==> src/rtl/stch2dec_window_pkg.sv <==
// Shared precision constants for the decimal/stochastic converter pair.
// Both directions import this so their output precision cannot drift apart.
package stch2dec_window_pkg;

    localparam int ND_DEFAULT = 8;
    localparam int NW_DEFAULT = 8;
    localparam logic [ND_DEFAULT-1:0] SAT_VALUE = '1;

    // A window of 2^nw samples is rescaled onto an nd-bit fraction.
    function automatic int scale_shift(input int nd, input int nw);
        return nd - nw;
    endfunction

endpackage

==> src/rtl/stch2dec_window_win_counter.sv <==
// Window position and ones count for the stochastic-to-decimal integrator.
// Flags the last enabled sample of each window and presents the final count.
module stch_win_counter #(
    parameter int NW = 8
) (
    input  logic          clk,
    input  logic          init,
    input  logic          en,
    input  logic          s,
    output logic          win_end,
    output logic [NW:0]   final_cnt
);

    localparam logic [NW-1:0] W_LAST = '1;

    logic [NW-1:0] w_q, w_d;
    logic [NW:0]   c_q, c_d;

    always_comb begin
        final_cnt = c_q + {{NW{1'b0}}, s};
        win_end   = en && (w_q == W_LAST);
        w_d       = w_q;
        c_d       = c_q;
        // The window boundary restarts the count immediately, so windows are gapless.
        if (win_end) begin
            w_d = '0;
            c_d = '0;
        end else if (en) begin
            w_d = w_q + NW'(1);
            c_d = final_cnt;
        end
    end

    always_ff @(posedge clk) begin
        if (init) begin
            w_q <= '0;
            c_q <= '0;
        end else begin
            w_q <= w_d;
            c_q <= c_d;
        end
    end

endmodule

==> src/rtl/stch2dec_window.sv <==
// Integrates a stochastic bit stream over 2^NW enabled cycles and registers the
// result as an ND-bit fraction, with a one-cycle VALID pulse per window.
module stch2dec_window
    import stch2dec_window_pkg::*;
#(
    parameter int ND = ND_DEFAULT,
    parameter int NW = NW_DEFAULT
) (
    input  logic          CLK,
    input  logic          INIT,
    input  logic          EN,
    input  logic          S,
    output logic [ND-1:0] D,
    output logic          VALID,
    output logic          SAT
);

    localparam int            SHIFT = scale_shift(ND, NW);
    localparam logic [ND-1:0] SAT_D = '1;

    logic          win_end;
    logic [NW:0]   final_cnt;

    logic [ND-1:0] d_q, d_d;
    logic          valid_q, valid_d;
    logic          sat_q, sat_d;

    stch_win_counter #(.NW(NW)) u_win_counter (
        .clk       (CLK),
        .init      (INIT),
        .en        (EN),
        .s         (S),
        .win_end   (win_end),
        .final_cnt (final_cnt)
    );

    always_comb begin
        d_d     = d_q;
        sat_d   = sat_q;
        valid_d = win_end;
        if (win_end) begin
            // A full window of ones would overflow the fraction; clamp it.
            if (final_cnt[NW]) begin
                d_d   = SAT_D;
                sat_d = 1'b1;
            end else begin
                d_d   = ND'(final_cnt[NW-1:0]) << SHIFT;
                sat_d = 1'b0;
            end
        end
    end

    always_ff @(posedge CLK) begin
        if (INIT) begin
            d_q     <= '0;
            valid_q <= 1'b0;
            sat_q   <= 1'b0;
        end else begin
            d_q     <= d_d;
            valid_q <= valid_d;
            sat_q   <= sat_d;
        end
    end

    assign D     = d_q;
    assign VALID = valid_q;
    assign SAT   = sat_q;

endmodule

==> config.mk <==
export PLATFORM = sky130hd
export DESIGN_NAME = stch2dec_window
export DESIGN_NICKNAME = d
export VERILOG_FILES = /design/src/rtl/stch2dec_window_pkg.sv /design/src/rtl/stch2dec_window_win_counter.sv /design/src/rtl/stch2dec_window.sv
export SDC_FILE = /design/constraint.sdc
export NUM_CORES = 1
export LEC_CHECK = 0
export CORE_AREA = 2 2 51 53
export CTS_BUF_LIST = sky130_fd_sc_hd__clkbuf_4 sky130_fd_sc_hd__clkbuf_8 sky130_fd_sc_hd__clkbuf_16
export DETAILED_ROUTE_END_ITERATION = 6
export DIE_AREA = 0 0 53 55
export PLACE_DENSITY = 0.83
export SKIP_CTS_REPAIR_TIMING = 1
export SYNTH_ARGS = -nofsm -noshare
export SYNTH_HDL_FRONTEND = slang
export SYNTH_SLANG_ARGS = --single-unit
==> constraint.sdc <==
create_clock -name CLK -period 4.1 [get_ports CLK]
set_input_delay 0.615 -clock CLK [delete_from_list [all_inputs] [get_ports CLK]]
set_output_delay 0.615 -clock CLK [all_outputs]
set_load 0.01 [all_outputs]
==> results.md <==
- Outcome: completed
- NetSw: ~0.096 mW
- Max-Cap Viols: 0
- Core Region: 2365 µm²
- Routed vias: 982
- Die ar.: about 2900 µm²
- Setup violators final: 0
- Fin crit share: 0.5454
- Sw frac: 0.2360
- Fmax: 0.4472 GHz
- Vias per cell: 5.425
- Crit-path max FO: 8
- Syn Area/Cell: slightly below 9 µm²
- Drt wl/cell: 11.95 µm
- Placer congestion estimate: 0.7711
- Mapped Nets: 150
- Synth unique cells: 34
- Fin worst setup slack: about 1.9 ns
- Fillers: about 210
- Port-buffer cells: 13
- Vias in the first global route: 840
- Largest net degree at the start of global routing: 17
- H-tree Lvls: 1
- P_int: 0.3123 mW
- Io pins: 14
- Register area share after synthesis: 0.4299
- Final Hold Fails: 0
- CTS tree: yes
- Routed WL: 2.163 mm
- WS Path Type: input port to flop
- Worst vdd ir: approximately 0.18 mV
- Yosys warnings: 0
- Hold WC Path Type: flop to flop
- Reg power frac: 0.657
- RSZ-0062 raised after global routing: false
- GRT Resource Usage Total: 0.1756
- Pins Over Slew Limit: 0
- Synth-to-Final Area Change: 11.54%
- Total Power: 0.4088 mW
- Worst Setup End Kind: flop
- Nets: approximately 160
- Clock power share: 0.294
- First-pass GRT wire length: roughly 3.7 mm
- Total CTS buffers: 3
- CTS Sinks: 27
- Clock root buffer master: clkbuf_4
- Slew headroom: 0.6185
- GRT overflow: 0
- Starting density of the core: 0.5317
- Clk pin slew, worst setup/hold paths: 0.14 ns
- Die W: 53 µm
- Antenna violations before repair: 0
- Hpwl dp: 1.641 mm
- Dpl ws: 1.509 ns
- ANT nets after route: 0
- Leak Pwr: about 0.48 nW
- Req. time, crit path: 4.38 ns
- Pwr dens: between 200 and 300 nW/µm²
- #FFs+latches synth: 27
- Crit path DAT: 2.51 ns
- Setup TNS: 0 ns
- Share of cells above drive strength 1: 0.03974
- Post-Syn Instances: ~140
- DRT Pass-1 Iters: 4
- Logic gate share of total power: 0.049
- Tmin final: around 2.2 ns
- FP Rows: 18
- Synthesized area: 1257 µm²
- Critical Path Source Type: input port
- Clock Latency Late Sink: 0.34 ns
- Post-DP Area: roughly 1400 µm²
- Clock Path Buffers: 2
- Skew final: 0.005396 ns
- Slew of the pin with the lowest slew margin: 0.5723 ns
- Finished Cell Area: approximately 1400 µm²
- Chip Height: approximately 55 µm
- Number of diodes: 0
- Drc violations: 0
- Initial DRC count: 23
[logic make-up after synthesis]
| group | after synthesis | share of synthesized area |
|---|---|---|
| mux | 3 | 0.02388 |
| simple gates | 69 | 0.2647 |
| fa+ha+maj | 3 | 0.02985 |
| buf+inv | 10 | 0.04476 |
| compound gates | 13 | 0.08159 |
| xor+xnor | 18 | 0.1254 |
| flops | 27 | 0.4299 |
[Yosys cell counts, drive strengths merged]
master,count,area share
nor2,31,0.093
dfxtp,27,0.43
xnor2,10,0.070
nand2,9,0.027
xor2,8,0.056
buf,7,0.036
nand4,6,0.030
nor3,6,0.024
nand3,5,0.020
a211oi,4,0.024
and3,3,0.015
and4,3,0.023
ha,3,0.030
mux2i,3,0.024
a21oi,2,0.011
and2,2,0.0099
clkbuf,2,0.0060
a2111o,1,0.0090
a2111oi,1,0.0080
a21boi,1,0.0060
a21o,1,0.0060
a311o,1,0.0080
inv,1,0.0030
nand2b,1,0.0050
nand3b,1,0.0060
nand4b,1,0.0070
nor3b,1,0.0060
o211ai,1,0.0060
o21ai,1,0.0040
[flip-flops by register name, summed over array words and instances (netlist names)]
signal and cells:
VALID 1, u_win_counter.w_q 8, SAT 1, D 8, u_win_counter.c_q 9
[cells in the final DEF (no fill, tap or decap)]
cell,count
nand3b_1,1
a2111o_1,1
a21boi_1,1
clkinvlp_4,1
a21oi_1,1
a311o_1,1
and3_1,3
clkbuf_4,3
o21ai_1,1
xnor2_1,10
xor2_1,8
and4_1,2
nor2_1,31
nor3b_1,1
nand2_1,9
ha_1,3
a21o_1,1
inv_1,1
nand4_1,6
nor3_1,6
and4_4,1
mux2i_1,3
a211oi_1,4
dfxtp_1,27
nand2b_1,1
a21oi_2,1
o211ai_1,1
a2111oi_1,1
and2_1,2
nand3_1,5
nand4b_1,1
clkdlybuf4s50_1,13
[through the flow]
step                      utilization  std cells  hold WS (ns)
after detailed placement       0.5804        177        0.4664
after global placement         0.5804        177        0.4578
after CTS                      0.5931        181        0.4889
final                          0.5931        181        0.4827
after global routing           0.5931        181        0.5097
after floorplan                     -        143        0.4646
[metal layers]
layer  global-route usage  routed length [µm]
met5                    0                   0
met4              0.07692                  38
met3              0.03226                  85
met2               0.2792                 992
met1               0.2338                1047
[area by class of cell]
cell class | count | area, µm² | area share
multi-input cells | 106 | 660.6 | 0.4710
clock buffers | 3 | 22.52 | 0.01606
well taps | 30 | 37.54 | 0.02676
repair buffers | 13 | 130.1 | 0.09277
flip-flops and latches | 27 | 540.5 | 0.3854
clock inverters | 1 | 7.507 | 0.005352
inverters | 1 | 3.754 | 0.002676
[power by group through the flow]
stage	Clock [mW]	Sequential [mW]	Combinational (mW)
final	0.120	0.269	0.0201
after global placement	0	0.274	0.0193
after floorplan	0	0.274	0.0141
after detailed placement	0	0.274	0.0199
after CTS	0.125	0.269	0.0201
after global routing	0.137	0.269	0.0224
[worst max-delay path, cell delays in order]
cell and delay, ns:
clkdlybuf4s50_1 0.41, ha_1 0.23, ha_1 0.30, and3_1 0.26
and2_1 0.17, a2111o_1 0.42, a21oi_2 0.11
[worst paths after layout]
kind,start,end,slack [ns],depth (start not counted)
worst max register to register,u_win_counter.c_q[0]$_SDFFE_PP0P_,D[4]$_SDFFE_PP0P_,2.23,6
worst min-delay path,D[4]$_SDFFE_PP0P_,D[4]$_SDFFE_PP0P_,0.48,2
worst min register to register,D[4]$_SDFFE_PP0P_,D[4]$_SDFFE_PP0P_,0.48,2
worst max-delay path,S,D[4]$_SDFFE_PP0P_,1.86,7
Note: power is estimated with default switching activity, not from simulation.
